### config.mk
export PLATFORM = sky130hd
export DESIGN_NAME = instr_fetch_unit_flat
export DESIGN_NICKNAME = d
export VERILOG_FILES = /design/src/rtl/instr_fetch_unit_pkg.sv /design/src/rtl/instr_fetch_unit_if.sv /design/src/rtl/instr_fetch_unit_bounds.sv /design/src/rtl/instr_fetch_unit.sv /design/src/flat_wrapper.sv
export SDC_FILE = /design/constraint.sdc
export NUM_CORES = 1
export LEC_CHECK = 0
export ABC_AREA = 1
export BUFFER_PORTS_ARGS = -buffer_cell sky130_fd_sc_hd__buf_2
export CAP_MARGIN = 40
export CORE_ASPECT_RATIO = 1.4
export CORE_MARGIN = 2
export CORE_UTILIZATION = 35
export CTS_CLUSTER_DIAMETER = 30
export DETAILED_ROUTE_END_ITERATION = 8
export PLACE_DENSITY_LB_ADDON = 0.25
export SYNTH_ARGS = -nofsm -noshare
export SYNTH_HDL_FRONTEND = slang
export SYNTH_SLANG_ARGS = --single-unit
### constraint.sdc
create_clock -name clk -period 1.65 [get_ports clk]
set_input_delay 0.2475 -clock clk [delete_from_list [all_inputs] [get_ports clk]]
set_output_delay 0.2475 -clock clk [all_outputs]
set_load 0.05 [all_outputs]
### src/rtl/instr_fetch_unit_pkg.sv
// Shared types and constants for the instruction fetch front end.
package rapids_fetch_pkg;

  localparam int WORD_W = 32;

  // Sequential fetch advances by one 32-bit word.
  localparam logic [WORD_W-1:0] PC_INCR = 32'd4;

  typedef enum logic [1:0] {
    IDLE  = 2'd0,
    FETCH = 2'd1,
    VALID = 2'd2,
    FAULT = 2'd3
  } fetch_state_t;

endpackage

### src/rtl/instr_fetch_unit_if.sv
// Instruction memory request/acknowledge bus between the fetch unit and memory.
interface instr_fetch_unit_if;
  import rapids_fetch_pkg::*;

  logic              req;
  logic [WORD_W-1:0] addr;
  logic              ack;
  logic [WORD_W-1:0] rdata;

  modport master (output req, output addr, input ack, input rdata);
  modport slave  (input req, input addr, output ack, output rdata);

endinterface

### src/rtl/instr_fetch_unit_bounds.sv
// Combinational legality check of a fetch address: word aligned and inside
// the [IMEM_BASE, IMEM_LIMIT) window.
module fetch_bounds_check
  import rapids_fetch_pkg::*;
#(
  parameter logic [WORD_W-1:0] IMEM_BASE  = 32'h0000_0000,
  parameter logic [WORD_W-1:0] IMEM_LIMIT = 32'h0001_0000
) (
  input  logic [WORD_W-1:0] addr,
  output logic              legal
);

  logic [WORD_W-1:0] offset;

  // Addresses below the base wrap to huge offsets, so a single unsigned
  // compare against the window size covers both bounds.
  always_comb begin
    offset = addr - IMEM_BASE;
    legal  = (addr[1:0] == 2'b00) && (offset < (IMEM_LIMIT - IMEM_BASE));
  end

endmodule

### src/rtl/instr_fetch_unit.sv
// Fetch stage: owns the PC, fetches words over the imem bus and presents a
// stable instruction register to the control path.
module instr_fetch_unit
  import rapids_fetch_pkg::*;
#(
  parameter logic [WORD_W-1:0] RESET_PC   = 32'h0000_0000,
  parameter logic [WORD_W-1:0] IMEM_BASE  = 32'h0000_0000,
  parameter logic [WORD_W-1:0] IMEM_LIMIT = 32'h0001_0000,
  parameter int                TIMEOUT    = 16
) (
  input  logic                      clk,
  input  logic                      reset,
  input  logic                      go,
  input  logic                      halt,
  input  logic                      pc_inc,
  input  logic                      pc_load,
  input  logic [WORD_W-1:0]         pc_target,
  instr_fetch_unit_if.master        imem,
  output logic [WORD_W-1:0]         instruction,
  output logic                      wait_instr,
  output logic                      instr_segv,
  output logic [WORD_W-1:0]         pc
);

  localparam int CNT_W = $clog2(TIMEOUT) + 1;
  localparam logic [CNT_W-1:0] CNT_LAST = CNT_W'(TIMEOUT - 1);

  fetch_state_t      state;
  fetch_state_t      state_next;
  logic [WORD_W-1:0] pc_next;
  logic [WORD_W-1:0] instr_next;
  logic [WORD_W-1:0] cand_pc;
  logic              cand_legal;
  logic [CNT_W-1:0]  count;
  logic [CNT_W-1:0]  count_next;

  // The PC that would be fetched next: the current PC when starting from
  // IDLE, otherwise the redirect target or the sequential successor.
  always_comb begin
    cand_pc = pc;
    if (state == VALID) begin
      if (pc_load) begin
        cand_pc = pc_target;
      end else begin
        cand_pc = pc + PC_INCR;
      end
    end
  end

  fetch_bounds_check #(
    .IMEM_BASE (IMEM_BASE),
    .IMEM_LIMIT(IMEM_LIMIT)
  ) u_bounds (
    .addr (cand_pc),
    .legal(cand_legal)
  );

  // Next-state logic; halt wins over every other request in the live states.
  always_comb begin
    state_next = state;
    pc_next    = pc;
    instr_next = instruction;
    count_next = '0;
    unique case (state)
      IDLE: begin
        if (!halt && go) begin
          state_next = cand_legal ? FETCH : FAULT;
        end
      end
      FETCH: begin
        if (halt) begin
          state_next = IDLE;
        end else if (imem.ack) begin
          instr_next = imem.rdata;
          state_next = VALID;
        end else if (count == CNT_LAST) begin
          state_next = FAULT;
        end else begin
          count_next = count + 1'b1;
        end
      end
      VALID: begin
        if (halt) begin
          state_next = IDLE;
        end else if (pc_load || pc_inc) begin
          pc_next    = cand_pc;
          state_next = cand_legal ? FETCH : FAULT;
        end
      end
      FAULT: begin
        state_next = FAULT;
      end
      default: begin
        state_next = IDLE;
      end
    endcase
  end

  // State, PC, instruction register and timeout counter.
  always_ff @(posedge clk) begin
    if (reset) begin
      state       <= IDLE;
      pc          <= RESET_PC;
      instruction <= '0;
      count       <= '0;
    end else begin
      state       <= state_next;
      pc          <= pc_next;
      instruction <= instr_next;
      count       <= count_next;
    end
  end

  // Control-path and bus outputs are decoded from registered state only.
  always_comb begin
    imem.req   = (state == FETCH);
    imem.addr  = pc;
    wait_instr = (state != VALID);
    instr_segv = (state == FAULT);
  end

endmodule

### src/flat_wrapper.sv
// flat-port wrapper written by rule: the top's interface ports become plain ports
module instr_fetch_unit_flat import rapids_fetch_pkg::*;
#(
  parameter logic [WORD_W-1:0] RESET_PC   = 32'h0000_0000,
  parameter logic [WORD_W-1:0] IMEM_BASE  = 32'h0000_0000,
  parameter logic [WORD_W-1:0] IMEM_LIMIT = 32'h0001_0000,
  parameter int                TIMEOUT    = 16
)
  (clk, reset, go, halt, pc_inc, pc_load, pc_target, instruction, wait_instr, instr_segv, pc, imem_req, imem_addr, imem_ack, imem_rdata);
  instr_fetch_unit_if imem_i ();
  input  logic clk;
  input  logic reset;
  input  logic go;
  input  logic halt;
  input  logic pc_inc;
  input  logic pc_load;
  input  logic [WORD_W-1:0] pc_target;
  output logic [WORD_W-1:0] instruction;
  output logic wait_instr;
  output logic instr_segv;
  output logic [WORD_W-1:0] pc;
  output wire logic [$bits(imem_i.req)-1:0] imem_req;
  output wire logic [$bits(imem_i.addr)-1:0] imem_addr;
  input wire logic [$bits(imem_i.ack)-1:0] imem_ack;
  input wire logic [$bits(imem_i.rdata)-1:0] imem_rdata;
  assign imem_req = imem_i.req;
  assign imem_addr = imem_i.addr;
  assign imem_i.ack = imem_ack;
  assign imem_i.rdata = imem_rdata;
  instr_fetch_unit #(.RESET_PC(RESET_PC), .IMEM_BASE(IMEM_BASE), .IMEM_LIMIT(IMEM_LIMIT), .TIMEOUT(TIMEOUT)) u_core (.clk(clk), .reset(reset), .go(go), .halt(halt), .pc_inc(pc_inc), .pc_load(pc_load), .pc_target(pc_target), .imem(imem_i), .instruction(instruction), .wait_instr(wait_instr), .instr_segv(instr_segv), .pc(pc));
endmodule
# Word level (Yosys, flattened, before mapping)
# Cells that the tools add are included.
[classes] addsub=2 multipliers=0 div_mod_pow=0 order_cmp=1 n_eq_ne=8 shifts=0 muxes=10 n_bitwise=2 reduce_logical=10
[ops] op="32-bit two-way mux" n=2
[ops] op="32-bit by 3-bit adder with 32-bit output, second input constant" n=1
[ops] op="32-bit by 17-bit less-than comparator with 1-bit output, second input constant" n=1
[ops] op="2-bit two-way mux" n=7
[ops] op="3-bit AND reduction" n=3
[ops] op="2-bit one-hot mux with 4 select lines" n=1
[ops] op="5-bit by 1-bit adder with 5-bit output, second input constant" n=1
[ops] op="5-bit by 4-bit == test with 1-bit output, second input constant" n=1
[ops] op="5-bit OR reduction" n=1
[ops] op="2-bit == test, second input constant" n=2
[ops] op="2-bit logical NOT" n=2
[ops] op="4-bit by 2-bit inequality test with 1-bit output, second input constant" n=1
[ops] op="3-bit inequality test, second input constant" n=1
[ops] op="2-bit by 1-bit == test with 1-bit output, second input constant" n=1
[ops] op="1-bit logical AND" n=2
[ops] op="2-bit by 1-bit inequality test with 1-bit output, second input constant" n=1
[ops] op="2-bit inequality test, second input constant" n=1
[ops] op="1-bit inverter" n=2
[ops] op="1-bit logical NOT" n=1
[ops] op="1-bit logical OR" n=1
[word_totals] reg_bits=71 latch_bits=0 ramBits=0 rom_bits=0 inputBits=71 output_inout_bits=99 word_cells=37 n_memories=0

# Depth between registers and ports, before layout
[depth] depth_word=9 depth_mapped=16 depth_no_buf=16

# Modules after synthesis
# A second synthesis with hierarchy kept.
[hier_totals] hier_cells=757 area_unflattened_um2=4559.4
[by_module_without_submodules] module="instr_fetch_unit" instances=1 cells_per_inst=741 area_each_um2=4493.1 seq_area_each_um2=1421.4
[by_module_without_submodules] module="fetch_bounds_check" instances=1 cells_per_inst=16 area_each_um2=66.3 seq_area_each_um2=0.0

# Least setup slack after synthesis
# Ideal clock, no wire load.
[synth_path] path_kind="register to register" from="register u_core.pc[2], in the netlist u_core.imem.addr[2]" to="register u_core.state[1]" setup_time_ns=0.131 t_arrival_ns=2.102 required_time_ns=1.519 setup_slack_ns=-0.582 path_stages_with_launch=17 path_buffers=0 synth_period_minus_slack_ns=2.232 cell_sequence="dfxtp_1 ha_1 nand2_1 nor2_1 nand2_4 nor2_1 nand2_1 nand2_1 nand2_1 nand2_1 nand2_1 nor2_1 nand2_1 nor2_1 nand3_1 nand2_1 a21oi_2"
[synth_via] elab_chain_len=9 elab_cells_between_ends=10 classes_between="1 x add/sub; 1 x order compare; 7 x mux; 1 x reduce/logical"
[synth_rtl] element="start: declaration" line_no="instr_fetch_unit.sv:22" rtl="output logic [WORD_W-1:0] pc"
[synth_rtl] element="start signal: assignment" line_no="instr_fetch_unit.sv:108" rtl="pc <= pc_next;"
[synth_rtl] element="32-bit by 3-bit adder with 32-bit output" line_no="instr_fetch_unit.sv:45" rtl="cand_pc = pc + PC_INCR;"
[synth_rtl] element="32-bit two-way mux" line_no="instr_fetch_unit.sv:42" rtl="if (pc_load) begin"
[synth_rtl] element="32-bit two-way mux (*)" line_no="instr_fetch_unit.sv:41" rtl="if (state == VALID) begin"
[synth_rtl] element="32-bit by 17-bit less-than comparator with 1-bit output (*)" line_no="instr_fetch_unit_bounds.sv:19" rtl="legal = (addr[1:0] == 2'b00) && (offset < (IMEM_LIMIT - IMEM_BASE));"
[synth_rtl] element="1-bit logical AND (*)" line_no="instr_fetch_unit_bounds.sv:19"
[synth_rtl] element="2-bit two-way mux (*)" line_no="instr_fetch_unit.sv:67, instr_fetch_unit.sv:87"
[synth_rtl] element="2-bit two-way mux" line_no="instr_fetch_unit.sv:85" rtl="end else if (pc_load || pc_inc) begin"
[synth_rtl] element="2-bit two-way mux" line_no="instr_fetch_unit.sv:83" rtl="if (halt) begin"
[synth_rtl] element="2-bit one-hot mux with 4 select lines (*)" line_no="instr_fetch_unit.sv:64" rtl="unique case (state)"
[synth_rtl] element="end signal: assignment" line_no="instr_fetch_unit.sv:107" rtl="state <= state_next;"
[synth_rtl] element="end: declaration" line_no="instr_fetch_unit.sv:28" rtl="fetch_state_t state;"
# Mark *: on every way between the ends. The rest lies on a longest branch, timed or not. The select of a mux whose other input is x is not followed.
# A chain may end at the register's enable or synchronous reset.

# Final worst setup path
[layout_path] from="register u_core.pc[12], in the netlist u_core.imem.addr[12]" to="register u_core.state[1]"
# The elaborated chain is that of the path after synthesis.

==> out/metrics.cfg <==
[yosys]
syn_inst = 667
avgSynthCellArea_sq_um = 6.408
ys_seq_area_share_pct = 33.26
yosys_register_bits = 71
synth-edff-count = 0
synth_warnings = 0
synth.cell_area_sq_um = 4274
ys.flop_type = dfxtp_1
synthArstFlopShare_pct = 0
syn-num-nets = 741
ys_types = 40

[route]
drtPass1Iterations = 6
final_antenna_net_count = 0
drt-total-wl_um = 14580
vias = 5085
wl_per_cell_um = 13.77
drt-initial-drc-count = 225
route.detailed.drc = 0
vias_per_cell = 4.802

[worst_setup_path]
cp_max_fo = 3
path_delay_family = simple AND/OR/NAND/NOR gates
crit_path_end_kind = flip-flop
path_cells = nand2_1, nor2_2, nand2_1, nor2_1, buf_4, nand3_1, nand3_1, nand2_1, a21oi_2, nand2_2, nor2_2, nand3_1, nand2_1, a21oi_2
crit_arrival_ns = 2.11
crit_path_start_kind = flip-flop
crit_required_ns = 1.87
cp_num_buf_inv = 1
cpMostUsedCell = nand2_1
slowest_stage = dfxtp_4
crit_type = reg -> reg
regToRegSetupSlack_ns = -0.24
critPathMaxStageDelay_ns = 0.38

[outcome]
violations = negative setup slack
outcome = finished with violations

[final_layout]
seqCellArea_sq_um = 1494
area_growth_pct = 55.56
nNetsFinal = 981
antennaDiodeCount = 0
final_cell_mix = buf_2, nand2_1, nor2_1, buf_4, o21ai_0
final_layout_size_suffix_gt1_share_pct = 48.25
final_area_sq_um = 6649
fillers = 1196
multi_input_area_sq_um = 2594
fin_cells = 1059
layout_commonest_cell = buf_2

[placement]
dp_hpwl_um = 10890
place_congestion = 0.9035
port_buffers = 169
dpl_cell_area_sq_um = 5836
dp_cells = 1021

[sta]
fmax_mhz = 528.3
timing.hold.ws_ns = 0.1589
fin_crit_ns = 1.893
final_hold_viol_count = 0
tns_ns = -0.5579
relSlewSlack_pct = 75.40
rsz0062_at_grt = yes
finalClockSkew_ns = 0.008324
finalSetupViolCount = 6
tightest_slew_ns = 0.3667
drv_slew = 0
final.setup.worst_slack_ns = -0.2427
fin_crit_sh_pct = 114.7

[clocking]
clk_latency_ns = 0.34
cts.reportedPaths.clkPinSlew_ns = 0.06
cts_tree = built
cts_made_buffers = 9
postCtsHoldBufs = 0
htree_levels = 3
clock-sinks = 71
clockBufferDepth = 2
cts_root_buf = clkbuf_16

[power]
pwr-share-clk_pct = 24.7
power.internal_w = 0.004495
switching_share_pct = 44.06
pwr-share-comb_pct = 48.7
max-vdd-ir-drop_mv = 0.5873
cellLeakagePower_nw = 3.257
p_sw_w = 0.003541
power_frac_seq_pct = 26.6
powerDensity_nw_per_um2 = 1209

[grt]
grt-ovfl-total = 0
grt_max_degree = 40
grt_pass1_wl_um = 23140
antenna_found_initial = 0
grtUsageTotal_pct = 21.77
grt_pass1_vias = 4919

[run]
cap_violations = 0

[die]
boundaryPins = 170
design.core.area_sq_um = 11880
die_h_um = 134.8
die_w_um = 97.40
dieArea_sq_um = 13120
start_util_pct = 35.98
rows = 47

[worst_hold_path]
hold_path.class = in -> reg

-- cell usage after synthesis, types with 4 or more instances --
| master | n | share of area (%) |
|---|---|---|
| nor2_1 | 133 | 12 |
| nand2_1 | 131 | 12 |
| dfxtp_1 | 71 | 33 |
| o21ai_0 | 61 | 7.1 |
| inv_1 | 58 | 5.1 |
| nand3_1 | 41 | 4.8 |
| buf_4 | 32 | 5.6 |
| a21oi_1 | 31 | 3.6 |
| clkbuf_1 | 13 | 1.1 |
| nand2_2 | 12 | 1.8 |
| buf_2 | 9 | 1.1 |
| o211ai_1 | 9 | 1.6 |
| nor2_4 | 8 | 2.1 |
| nor2_2 | 7 | 1.0 |
| nand4_1 | 5 | 0.73 |
| a211oi_1 | 4 | 0.70 |
| a31oi_1 | 4 | 0.59 |
| buf_1 | 4 | 0.35 |
| nor3_1 | 4 | 0.47 |
-- path summary, 6_finish.rpt --
path / start / to / cells past startpoint
setup / recovery: u_core.imem.addr[12] / u_core.state[1] / 14
hold reg to reg: u_core.count[0] / u_core.count[0] / 1
hold / removal: imem_rdata[26] / u_core.instruction[26] / 3
setup reg to reg: u_core.imem.addr[12] / u_core.state[1] / 14
-- flip-flops by register name (all words and copies together) (netlist names) --
| name | cells |
|---|---|
| u_core.state | 2 |
| u_core.imem.addr | 32 |
| u_core.count | 5 |
| u_core.instruction | 32 |
-- worst min-delay path, delay by kind of cell --
family                 cells  cell delay, ns
AO/OA/AOI/OAI              1            0.07
buffers and inverters      1            0.07
AND/OR/NAND/NOR            1            0.07
-- cell families (layout without fill, tap and decap cells) --
kind of cell	count (synthesis)	in the layout	share of synthesized area (%)
AO/OA/AOI/OAI	120	120	15.66
XOR/XNOR	4	4	0.8198
adder cells (fa/ha/maj)	3	3	0.8783
buffers and inverters	120	365	13.88
flip-flops	71	71	33.26
AND/OR/NAND/NOR	349	349	35.51
-- layer usage --
metal / up-vias / track usage [%] / wire length, um
li1: 2598 / - / -
met2: 191 / 39.50 / 7366
met4: 0 / 10.65 / 514
met5: - / 0 / 0
met1: 2263 / 23.61 / 5681
met3: 33 / 5.228 / 1019
-- power groups by stage --
stage          logic [W]  clock network (W)  registers (W)
2_1_floorplan    0.00180                  0        0.00286
3_3_place_gp     0.00361                  0        0.00215
3_5_place_dp     0.00361                  0        0.00215
4_1_cts          0.00371            0.00202        0.00212
5_1_grt          0.00421            0.00209        0.00217
6_report         0.00391            0.00198        0.00214
-- per-stage QoR --
step	power, W	setup slack (ns)	util, %
after global routing	0.008467	-0.3935	55.97
final	0.008035	-0.2427	55.97
after CTS	0.007857	-0.1737	52.45
after global placement	0.005762	-0.2299	49.13
after floorplan	0.004661	-0.1401	-
after detailed placement	0.005766	-0.2573	49.13
-- repair_timing --
action	4_1_cts	5_1_grt
setup endpoints to repair	4	31
buffers inserted	5	19
pin swaps	10	39
gates resized for setup	14	92
-- area by class of cell --
class,instances,area share [%]
Clock buffer,11,3.651
Clock inverter,5,0.8656
Inverter,60,3.519
Multi-Input combinational cell,476,39.01
Sequential cell,71,22.47
Tap cell,147,2.766
Timing Repair Buffer,289,27.72
Note: power is estimated with default switching activity, not from simulation.
